File: src/rtl/odd_parity_tx.sv
// rtl/odd_parity_tx.sv - framed odd-parity serial transmitter with parallel word/parity strobe
// Optional build macro: ODD_PARITY_TX_ERR_INJECT_EN (adds inject_err to force bad parity on one frame).
module odd_parity_tx #(
  parameter int DATA_W       = 4,
  parameter int CLKS_PER_BIT = 4
) (
  input  logic              clk,
  input  logic              rst_n,
  input  logic [DATA_W-1:0] in_data,
  input  logic              in_valid,
`ifdef ODD_PARITY_TX_ERR_INJECT_EN
  input  logic              inject_err,
`endif
  output logic              in_ready,
  output logic              tx,
  output logic              busy,
  output logic [DATA_W-1:0] par_data,
  output logic              par_bit,
  output logic              par_valid
);

  localparam int CW = $clog2(CLKS_PER_BIT + 1);
  localparam int BW = $clog2(DATA_W + 1);
  localparam logic [CW-1:0] CYC_LAST = CW'(CLKS_PER_BIT - 1);
  localparam logic [BW-1:0] BIT_LAST = BW'(DATA_W - 1);

  typedef enum logic [2:0] {
    S_IDLE,
    S_START,
    S_DATA,
    S_PARITY,
    S_STOP
  } state_e;

  state_e            state_q, state_d;
  logic [CW-1:0]     cyc_q, cyc_d;
  logic [BW-1:0]     bit_q, bit_d;
  logic [DATA_W-1:0] sh_q, sh_d;
  logic [DATA_W-1:0] par_data_q, par_data_d;
  logic              par_bit_q, par_bit_d;
  logic              par_valid_q, par_valid_d;
  logic              flip_par;
  logic              cyc_last;

`ifdef ODD_PARITY_TX_ERR_INJECT_EN
  assign flip_par = inject_err;
`else
  assign flip_par = 1'b0;
`endif

  assign cyc_last = (cyc_q == CYC_LAST);

  always_comb begin
    state_d     = state_q;
    cyc_d       = cyc_q;
    bit_d       = bit_q;
    sh_d        = sh_q;
    par_data_d  = par_data_q;
    par_bit_d   = par_bit_q;
    par_valid_d = 1'b0;
    unique case (state_q)
      S_IDLE: begin
        if (in_valid) begin
          par_data_d  = in_data;
          sh_d        = in_data;
          par_bit_d   = ~^in_data ^ flip_par;
          par_valid_d = 1'b1;
          cyc_d       = '0;
          bit_d       = '0;
          state_d     = S_START;
        end
      end
      S_START: begin
        if (cyc_last) begin
          cyc_d   = '0;
          state_d = S_DATA;
        end else begin
          cyc_d = cyc_q + CW'(1);
        end
      end
      S_DATA: begin
        if (cyc_last) begin
          cyc_d = '0;
          sh_d  = sh_q >> 1;
          if (bit_q == BIT_LAST) begin
            bit_d   = '0;
            state_d = S_PARITY;
          end else begin
            bit_d = bit_q + BW'(1);
          end
        end else begin
          cyc_d = cyc_q + CW'(1);
        end
      end
      S_PARITY: begin
        if (cyc_last) begin
          cyc_d   = '0;
          state_d = S_STOP;
        end else begin
          cyc_d = cyc_q + CW'(1);
        end
      end
      S_STOP: begin
        if (cyc_last) begin
          cyc_d   = '0;
          state_d = S_IDLE;
        end else begin
          cyc_d = cyc_q + CW'(1);
        end
      end
      default: state_d = S_IDLE;
    endcase
  end

  always_ff @(posedge clk or negedge rst_n) begin
    if (!rst_n) begin
      state_q     <= S_IDLE;
      cyc_q       <= '0;
      bit_q       <= '0;
      sh_q        <= '0;
      par_data_q  <= '0;
      par_bit_q   <= 1'b1;
      par_valid_q <= 1'b0;
    end else begin
      state_q     <= state_d;
      cyc_q       <= cyc_d;
      bit_q       <= bit_d;
      sh_q        <= sh_d;
      par_data_q  <= par_data_d;
      par_bit_q   <= par_bit_d;
      par_valid_q <= par_valid_d;
    end
  end

  // Line level is decoded from state so an async reset returns it high at once.
  always_comb begin
    tx = 1'b1;
    unique case (state_q)
      S_START:  tx = 1'b0;
      S_DATA:   tx = sh_q[0];
      S_PARITY: tx = par_bit_q;
      default:  tx = 1'b1;
    endcase
  end

  assign in_ready  = (state_q == S_IDLE);
  assign busy      = (state_q != S_IDLE);
  assign par_data  = par_data_q;
  assign par_bit   = par_bit_q;
  assign par_valid = par_valid_q;

endmodule

File: config.mk
export PLATFORM = sky130hd
export DESIGN_NAME = odd_parity_tx
export DESIGN_NICKNAME = d
export VERILOG_FILES = /design/src/rtl/odd_parity_tx.sv
export SDC_FILE = /design/constraint.sdc
export NUM_CORES = 1
export LEC_CHECK = 0
export BUFFER_PORTS_ARGS = -buffer_cell sky130_fd_sc_hd__buf_4
export CAP_MARGIN = 20
export CORE_MARGIN = 5
export CORE_UTILIZATION = 54
export DETAILED_ROUTE_END_ITERATION = 10
export MAX_ROUTING_LAYER = met4
export PLACE_DENSITY = 0.83
export SLEW_MARGIN = 20
export SYNTH_ARGS = -nofsm -noshare
export SYNTH_HDL_FRONTEND = slang
export SYNTH_SLANG_ARGS = --single-unit
File: constraint.sdc
create_clock -name clk -period 1.9 [get_ports clk]
set_clock_uncertainty 0.15 [all_clocks]
set_input_delay 0.285 -clock clk [delete_from_list [all_inputs] [get_ports clk]]
set_output_delay 0.285 -clock clk [all_outputs]
set_load 0.005 [all_outputs]
==> results of run 1 <==
==> timing repair <==
item | in CTS | in global routing
cloned | 0 | 0
hold buffers | 1 | 0
hold endpoints to repair | 19 | 0
setup buffers | 4 | 2
pin swaps | 0 | 1
setup endpoints to repair | 3 | 6
resized for setup | 3 | 4
==> state kept, by name (all words and copies together), names as in the netlist <==
signal     flops
bit_q          3
par_bit        1
cyc_q          3
state_q        3
par_data       4
par_valid      1
sh_q           4
==> path summary, 6_finish.rpt <==
kind / from / end / depth (start not counted)
min in group asynchronous: rst_n / par_data[2] / 2
max: state_q[1] / tx / 5
max in group asynchronous: rst_n / par_bit / 2
min: in_data[0] / par_data[0] / 3
min reg2reg: par_data[2] / par_data[2] / 2
max reg2reg: state_q[0] / sh_q[0] / 4
==> cell usage after synthesis <==
master,n
a21boi_0,1
a31oi_1,1
nand3b_4,1
or2_2,2
buf_2,2
and3_1,1
nor2_1,6
ha_1,2
nor4b_1,1
inv_1,3
dfstp_2,1
nor2b_1,1
nand2b_4,1
mux2i_1,2
buf_6,1
mux4_2,1
dfrtp_1,18
nand2b_1,3
clkbuf_1,2
a311oi_1,1
o221a_2,1
nand3_1,4
mux2_2,7
nor3b_2,1
xnor2_1,2
inv_2,1
or4b_1,1
nand3b_1,2
a21oi_1,2
a211oi_4,1
a221o_1,1
nor3b_1,1
xor2_1,2
o21ai_0,3
nand2_1,17
==> worst min-delay path: stages <==
cell and delay (ns):
buf_4 0.09, nand2_1 0.04, nand2_1 0.05
==> routing by layer <==
layer  wire, um  global-route usage
met4         48               0.106
met2       1100               0.312
met3        100              0.0305
met1        953               0.218
met5          0                   -
==> layout make-up <==
class,instances,area [um^2]
flip-flops and latches,19,479
inverters,4,15.0
fillers,134,468
repair buffers,28,216
well taps,25,31.3
clock inverters,1,7.51
clock buffers,3,22.5
multi-input cells,69,524
==> through the flow <==
stage	hold WS, ns	instance area (um^2)	total power [mW]	worst slack [ns]	utilization
finish	0.0368	1300	2.03	0.0454	0.735
global route	0.0425	1300	2.18	-0.0124	0.735
CTS	0.0260	1260	1.96	0.0170	0.716
detailed placement	0.0201	1190	1.66	0.0537	0.674
global placement	0.0183	1190	1.61	0.118	0.674
floorplan	-0.161	1030	1.31	0.153	-
==> cell usage in the layout, fill, tap and decap left out, drive strengths merged <==
master	netlist	routed
a211oi	1	1
a21boi	1	1
a21oi	2	2
a221o	1	1
a311oi	1	1
a31oi	1	1
and3	1	1
buf	3	27
clkbuf	2	3
clkinvlp	0	1
dfrtp	18	18
dfstp	1	1
dlygate4sd3	0	1
ha	2	2
inv	4	4
mux2	7	7
mux2i	2	2
mux4	1	1
nand2	17	17
nand2b	4	4
nand3	4	4
nand3b	3	3
nor2	6	6
nor2b	1	1
nor3b	2	2
nor4b	1	1
o21ai	3	3
o221a	1	1
or2	2	2
or4b	1	1
xnor2	2	2
xor2	2	2
==> kinds of logic (layout without fill, tap and decap cells) <==
kind of cell    Yosys count  count (layout)  synth area share
mux                      10              10             0.118
buf+inv                   9              36            0.0426
xor+xnor                  4               4            0.0341
compound gates           11              11            0.0864
simple gates             42              42             0.231
flops                    19              19             0.464
fa+ha+maj                 2               2            0.0243
==> power groups by stage <==
stage               clock [mW]  sequential, mW  combinational, mW
floorplan                    0           0.667              0.640
global placement             0           0.701              0.908
detailed placement           0           0.714              0.946
CTS                      0.222           0.681               1.05
global route             0.238           0.717               1.23
finish                   0.220           0.694               1.11
==> summary.txt, run 1 <==
Run status
  • Outcome: complete, no violations

Clock network
  • CTS Buf Count: 3
  • Root buf cell: clkbuf_4
  • Clk slew on worst S/H paths: ~0.12 ns
  • Skew-Pair Late Insertion Delay: about 0.31 ns
  • CTS Buffer Depth: 2
  • CTS tree: built
  • H-tree depth: 1
  • Clock Sink Count: 19

STA
  • Final Cycle Share: 0.976
  • Endpoints failing setup: 0
  • Final Slew Violations: 0
  • Worst-margin pin slew: around 0.28 ns
  • FMAX: ~540 MHz
  • Hold Vio Cnt, Final: 0
  • Relative slew slack: 0.809
  • Setup TNS: 0 ns
  • Period minus WS final: ~1.9 ns

Yosys
  • Synth area leaders: dfrtp_1, mux2_2, nand2_1, dfstp_2, ha_1
  • Mapped Cells: 97
  • Post-synthesis instance area: 0.00103 mm^2
  • Synth cell types: 35
  • Synth Register Bits: 19
  • Mean Syn Cell Area: roughly 11 um^2
  • Ys Warns: 0
  • Share of the synthesized area in the top cell type: 0.438
  • Post-Syn Nets: around 110
  • Register area share after synthesis: 0.464
  • Yosys top cell by area: dfrtp_1

Die
  • Vert. Die Dim: approximately 54 um
  • Die area: 0.00288 mm^2
  • Row count: 15
  • Die W: 53.6 um
  • Initial core utilization: 0.583
  • I/O pin count: 16
  • Core region area: roughly 0.0018 mm^2

GRT
  • Largest net degree at the start of global routing: 20
  • Global Route Usage Sum: 0.189
  • Grt total ovfl: 0
  • Vias in the first global route: 870
  • First-pass GRT wire length: 3770 um
  • Initial antenna violation count: 0

Power and ir drop
  • Worst vdd ir: between 0.8 and 0.9 mV
  • Logic pwr share: 0.549
  • Leak: around 0.62 nW
  • PD cells: between 1500 and 2000 mW/mm^2
  • Internal Power: between 1 and 1.5 mW
  • Flop pwr share: 0.342
  • P_sw: 753 uW
  • Sw Share: 0.372
  • Clock network fraction of design power: 0.109

Worst setup path
  • Largest stage delay, worst path: ~0.46 ns
  • Delay-heaviest family, CP: flip-flops
  • Worst R2R Setup Slack: 0.09 ns
  • CP Buf/Inv Count: 2
  • Startpoint types: flop
  • Critical path class: flop to primary output
  • Crit end category: primary output
  • Slowest cell on crit path: dfrtp_2
  • Crit-path max FO: 5
  • Crit-path cells: buf_6 -> nand2_1 -> a21oi_1 -> or2_2 -> buf_4
  • Arrival @ worst endpoint: between 1 and 1.5 ns
  • Critical Path RT: 1.46 ns

Drt
  • Vias: about 800
  • Vias per cell: 5.35
  • WL final: roughly 2200 um
  • WL per Instance: between 10 and 15 um
  • Post-DRT Antenna Nets: 0
  • Starting DRT DRC Count: 24
  • First-pass iteration count of the detailed router: 4
  • DR DRC count: 0

Cells and area
  • Share of cells above drive strength 1: 0.419
  • Fin cells: approximately 150
  • Nets@finish: ~130
  • Area delta synth->final: 26.0%
  • Diode count: 0

Place
  • Dpl cells: about 140
  • HPWL after detailed placement: ~1500 um
  • # port buffers: 15
  • GP Congestion: around 0.84

Hold path
  • Hold Crit Class: primary input to flop

Job
  • Max-cap violations: 0
(Power assumes the default switching activity.)
==> run 2, diff against run 1 <==
--- a/config.mk
+++ b/config.mk
@@ -10,8 +10,8 @@
 export CORE_MARGIN = 5
 export CORE_UTILIZATION = 54
 export DETAILED_ROUTE_END_ITERATION = 10
-export MAX_ROUTING_LAYER = met4
 export PLACE_DENSITY = 0.83
+export REMOVE_ABC_BUFFERS = 1
 export SLEW_MARGIN = 20
 export SYNTH_ARGS = -nofsm -noshare
 export SYNTH_HDL_FRONTEND = slang
==> summary.txt, run 2 (same netlist as run 1, synthesis figures left out) <==
Power and ir drop
  • Worst vdd ir: 1.00 mV (was 0.881 mV)
  • PD cells: 1570 mW/mm^2 (was 1560 mW/mm^2)
  • Leak: 0.637 nW (was 0.624 nW)

Place
  • # port buffers: 15 (unchanged)
  • HPWL after detailed placement: 1480 um (about the same)
  • Dpl cells: 138 (unchanged)
  • GP Congestion: 0.892 (was 0.839)

Drt
  • Vias: 774 (was 797)
  • WL final: 2070 um (was 2210 um)
  • DR DRC count: 0 (unchanged)
  • Vias per cell: 5.19 (was 5.35)
  • Starting DRT DRC Count: 24 (unchanged)
  • Post-DRT Antenna Nets: 0 (unchanged)
  • First-pass iteration count of the detailed router: 4 (unchanged)
  • WL per Instance: 13.9 um (was 14.8 um)

STA
  • Period minus WS final: 1.90 ns (was 1.85 ns)
  • RSZ-0062 raised after global routing: yes
  • Endpoints failing setup: 1 (was 0)
  • Final Cycle Share: 1.00 (was 0.976)
  • FMAX: 526 MHz (was 539 MHz)
  • Final Slew Violations: 0 (unchanged)
  • Setup TNS: -0.00294 ns (was 0 ns)
  • Final Worst Setup Slack: -0.00294 ns (was 0.0454 ns)
  • Worst-margin pin slew: 0.403 ns (was 0.284 ns)
  • Relative slew slack: 0.730 (was 0.809)
  • Hold Vio Cnt, Final: 0 (unchanged)

Die
  • I/O pin count: 16 (unchanged)
  • Die area: 0.00288 mm^2 (unchanged)
  • Row count: 15 (unchanged)
  • Core region area: 0.00176 mm^2 (unchanged)
  • Vert. Die Dim: 53.6 um (unchanged)
  • Die W: 53.6 um (unchanged)
  • Initial core utilization: 0.583 (unchanged)

Clock network
  • CTS Buf Count: 3 (unchanged)
  • CTS Buffer Depth: 2 (unchanged)
  • Clk slew on worst S/H paths: 0.11 ns (was 0.12 ns)
  • H-tree depth: 1 (unchanged)
  • Skew-Pair Late Insertion Delay: 0.30 ns (was 0.31 ns)
  • CTS tree: built (unchanged)
  • Clock Sink Count: 19 (unchanged)
  • Root buf cell: clkbuf_4 (unchanged)

GRT
  • Grt total ovfl: 0 (unchanged)
  • Global Route Usage Sum: 0.171 (was 0.189)
  • Largest net degree at the start of global routing: 20 (unchanged)
  • Vias in the first global route: 775 (was 870)
  • First-pass GRT wire length: 3460 um (was 3770 um)
  • Initial antenna violation count: 0 (unchanged)

Worst setup path
  • Arrival @ worst endpoint: 1.95 ns (was 1.42 ns)
  • Crit-path max FO: 7 (was 5)
  • Crit-path cells: buf_6 -> buf_4 -> nand2b_4 -> a211oi_4 -> mux2_2 (was buf_6 -> nand2_1 -> a21oi_1 -> or2_2 -> buf_4)
  • Delay-heaviest family, CP: flip-flops (unchanged)
  • Largest stage delay, worst path: 0.42 ns (was 0.46 ns)
  • Crit end category: flop (was primary output)
  • Critical path class: flop to flop (was flop to primary output)
  • Slowest cell on crit path: dfrtp_1 (was dfrtp_2)
  • CP Buf/Inv Count: 2 (unchanged)
  • Critical Path RT: 1.95 ns (was 1.46 ns)
  • Startpoint types: flop (unchanged)

Cells and area
  • Commonest non-fill, non-tap cell in the layout: buf_4 (unchanged)
  • Nets@finish: 134 (unchanged)
  • Most frequent cells in the layout: buf_4, nand2_1, dfrtp_1, mux2_2, nor2_1 (unchanged)
  • Share of cells above drive strength 1: 0.411 (was 0.419)
  • Fin cells: 149 (unchanged)
  • Diode count: 0 (unchanged)
  • Area delta synth->final: 27.7% (was 26.0%)

Run status
  • Failing checks: negative setup slack
  • Outcome: finished with violations (was complete, no violations)

Hold path
  • Hold Crit Class: primary input to flop (unchanged)

Job
  • Max-cap violations: 0 (unchanged)
==> run 2: power breakdown <==
group          switching (mW)  internal [mW]
clock network           0.135         0.0786
registers               0.118          0.579
logic                   0.503          0.652
==> run 2: routing by layer <==
metal,vias to the layer above,global-route usage,part of all wire
met2,15,0.269,0.46
met4,0,0.102,0.024
met1,370,0.218,0.48
met3,4,0.0332,0.034
li1,385,-,-
met5,-,0,0
==> run 2: tightest hold or removal path, cell delays in order <==
cell,delay (ns)
buf_4,0.10
nand2_1,0.05
nand2_1,0.04
==> run 2: final cells by class <==
type                       count  area (um^2)
sequential                    19          478
clock buffer                   3         22.5
inverter                       4         15.0
clock inverter                 1         5.00
multi-input combinational     69          542
fill                         125          450
timing repair buffer          28          220
tap                           25         31.3
==> run 2: path summary, 6_finish.rpt <==
| kind | startpoint | end | slack (ns) | depth (start not counted) |
|---|---|---|---|---|
| max reg2reg | state_q[1] | sh_q[1] | -0.003 | 5 |
| min in group asynchronous | rst_n | par_valid | 0.23 | 2 |
| min reg2reg | par_data[1] | par_data[1] | 0.34 | 2 |
| max in group asynchronous | rst_n | par_bit | 1.11 | 2 |
| max | state_q[1] | sh_q[1] | -0.003 | 5 |
| min | in_data[0] | par_data[0] | 0.04 | 3 |
==> run 2: what timing repair did <==
action,in CTS,in global routing
pin swaps,0,2
gates resized for setup,3,8
cloned,0,0
hold buffers,1,0
endpoints found under the setup margin,3,7
endpoints found under the hold margin,19,0
setup buffers,4,2
==> run 2: per-stage QoR <==
step | power (mW) | instance area, um^2 | hold slack, ns | setup WS [ns] | utilization
floorplan | 1.26 | 1000 | -0.161 | 0.129 | -
global placement | 1.61 | 1190 | 0.0199 | 0.118 | 0.674
detailed placement | 1.66 | 1190 | 0.0224 | 0.0386 | 0.674
CTS | 1.96 | 1260 | 0.0332 | -0.00230 | 0.717
global route | 2.23 | 1310 | 0.0418 | -0.0324 | 0.745
finish | 2.07 | 1310 | 0.0425 | -0.00294 | 0.745
==> run 3, diff against run 2 <==
--- a/config.mk
+++ b/config.mk
@@ -8,9 +8,9 @@
 export BUFFER_PORTS_ARGS = -buffer_cell sky130_fd_sc_hd__buf_4
 export CAP_MARGIN = 20
 export CORE_MARGIN = 5
-export CORE_UTILIZATION = 54
+export CORE_UTILIZATION = 45
 export DETAILED_ROUTE_END_ITERATION = 10
-export PLACE_DENSITY = 0.83
+export PLACE_DENSITY = 0.73
 export REMOVE_ABC_BUFFERS = 1
 export SLEW_MARGIN = 20
 export SYNTH_ARGS = -nofsm -noshare
==> summary.txt, run 3 (same netlist as run 1, synthesis figures left out) <==
Run status
  • Outcome: complete, no violations (was finished with violations)

GRT
  • Met3 usage: 0.0200 (was 0.0332)
  • Met2 usage: 0.218 (was 0.269)
  • Initial antenna violation count: 0 (unchanged)
  • Largest net degree at the start of global routing: 20 (unchanged)
  • Global Route Usage Sum: 0.138 (was 0.171)
  • Vias in the first global route: 821 (was 775)
  • First-pass GRT wire length: 3650 um (was 3460 um)
  • Grt peak-use layer: met2 (unchanged)
  • Grt total ovfl: 0 (unchanged)
  • Met1 Resource Use GR: 0.188 (was 0.218)

STA
  • Relative slew slack: 0.801 (was 0.730)
  • Final Cycle Share: 0.964 (was 1.00)
  • Worst-margin pin slew: 0.295 ns (was 0.403 ns)
  • Endpoints failing setup: 0 (was 1)
  • FMAX: 546 MHz (was 526 MHz)
  • RSZ-0062 raised after global routing: no (was yes)
  • Final Slew Violations: 0 (unchanged)
  • Hold Vio Cnt, Final: 0 (unchanged)
  • Period minus WS final: 1.83 ns (was 1.90 ns)
  • Setup TNS: 0 ns (was -0.00294 ns)
  • Worst hold slack: 0.0528 ns (was 0.0425 ns)

Worst setup path
  • Critical Path RT: 1.46 ns (was 1.95 ns)
  • Crit-path max FO: 5 (was 7)
  • Crit end category: primary output (was flop)
  • Startpoint types: flop (unchanged)
  • Arrival @ worst endpoint: 1.40 ns (was 1.95 ns)
  • Critical path class: flop to primary output (was flop to flop)
  • Cell count of the worst reg-to-reg path: 4 (was 5)

Place
  • HPWL after detailed placement: 1510 um (was 1480 um)
  • GP Congestion: 0.787 (was 0.892)
  • # port buffers: 15 (unchanged)
  • Post-Place Cell Area: 0.00119 mm^2 (about the same)

Power and ir drop
  • Leak: 0.619 nW (was 0.637 nW)
  • Logic pwr share: 0.541 (was 0.559)
  • P_sw: 728 uW (was 756 uW)
  • Flop pwr share: 0.353 (was 0.337)
  • Worst vdd ir: 0.732 mV (was 1.00 mV)
  • Internal Power: 1.26 mW (was 1.31 mW)
  • PD cells: 1540 mW/mm^2 (was 1570 mW/mm^2)
  • Clock network fraction of design power: 0.105 (was 0.103)
  • Sw Share: 0.367 (was 0.366)
  • Pwr Total: 1.98 mW (was 2.07 mW)

Die
  • Die W: 57.8 um (was 53.6 um)
  • I/O pin count: 16 (unchanged)
  • Initial core utilization: 0.469 (was 0.583)
  • Row count: 17 (was 15)
  • Core region area: 0.00219 mm^2 (was 0.00176 mm^2)
  • Die area: 0.00334 mm^2 (was 0.00288 mm^2)
  • Vert. Die Dim: 57.8 um (was 53.6 um)

Job
  • Max-cap violations: 0 (unchanged)

Drt
  • DR DRC count: 0 (unchanged)
  • WL per Instance: 14.0 um (was 13.9 um)
  • Vias per cell: 5.11 (was 5.19)
  • WL final: 2120 um (was 2070 um)
  • Post-DRT Antenna Nets: 0 (unchanged)
  • Vias: 771 (was 774)
  • First-pass iteration count of the detailed router: 3 (was 4)
  • Starting DRT DRC Count: 6 (was 24)

Clock network
  • Clk slew on worst S/H paths: 0.11 ns (about the same)
  • Root buf cell: clkbuf_4 (unchanged)
  • CTS Buf Count: 3 (unchanged)
  • Skew-Pair Late Insertion Delay: 0.30 ns (about the same)
  • CTS tree: built (unchanged)
  • H-tree depth: 1 (unchanged)
  • CTS Buffer Depth: 2 (unchanged)
  • Clock Sink Count: 19 (unchanged)

Cells and area
  • Commonest non-fill, non-tap cell in the layout: buf_4 (unchanged)
  • Final Cell Area: 0.00129 mm^2 (was 0.00131 mm^2)
  • Diode count: 0 (unchanged)
  • Nets@finish: 133 (was 134)
  • Area delta synth->final: 25.2% (was 27.7%)
  • Most frequent cells in the layout: buf_4, nand2_1, dfrtp_1, mux2_2, nor2_1 (unchanged)
  • Share of cells above drive strength 1: 0.415 (was 0.411)

Hold path
  • Hold depth: 3 (unchanged)
  • Hold Crit Class: primary input to flop (unchanged)
[run 3: changes by cell type in the layout (fill, tap and decap cells not counted), sizes merged]
cell | previous run | this run
buf | 27 | 26
clkinv | 1 | 0
clkbuf | 3 | 4
[run 3: metrics by stage]
stage	util	instances	worst slack (ns)
finish	0.588	151	0.0676
global route	0.588	151	0.00197
CTS	0.570	148	0.0207
detailed placement	0.544	141	0.0350
global placement	0.544	141	0.0914
floorplan	-	92	0.129
[run 3: repair_timing]
action | in CTS | in global routing
buffers inserted | 2 | 3
cloned | 0 | 0
gates resized for setup | 3 | 4
setup endpoints to repair | 3 | 7
hold endpoints to repair | 19 | 0
hold buffers | 1 | 0
pin swaps | 0 | 1
[run 3: cell type report]
cell class / count / area (um^2)
Clock buffer: 4 / 26.3
Fill cell: 205 / 903
Inverter: 4 / 15.0
Multi-Input combinational cell: 69 / 527
Sequential cell: 19 / 479
Tap cell: 28 / 35.0
Timing Repair Buffer: 27 / 205
[run 3: power by group through the flow]
stage	combinational [mW]	clock (mW)	sequential, mW
after global placement	0.902	0	0.710
final	1.07	0.209	0.702
after CTS	1.00	0.220	0.697
after detailed placement	0.937	0	0.725
after floorplan	0.538	0	0.722
after global routing	1.18	0.238	0.722
[run 3: path summary, 6_finish.rpt]
kind                        startpoint           to  slack (ns)
max                         state_q[0]           tx        0.07
max in group asynchronous        rst_n      par_bit        1.10
min in group asynchronous        rst_n      sh_q[3]        0.23
min                         in_data[3]  par_data[3]        0.05
max reg2reg                 state_q[0]      sh_q[0]        0.11
min reg2reg                par_data[3]  par_data[3]        0.35
[run 3: metal layers]
metal / wire, um / share of wire
met1: 947 / 0.45
met2: 1100 / 0.52
met3: 54 / 0.026
met4: 11 / 0.0052
met5: 0 / 0
[run 3: worst max-delay path, stage by stage, from the launching register on]
cell and delay (ns):
dfrtp_2 0.46, nor3b_2 0.18, a21oi_1 0.06, or2_2 0.27, buf_4 0.13
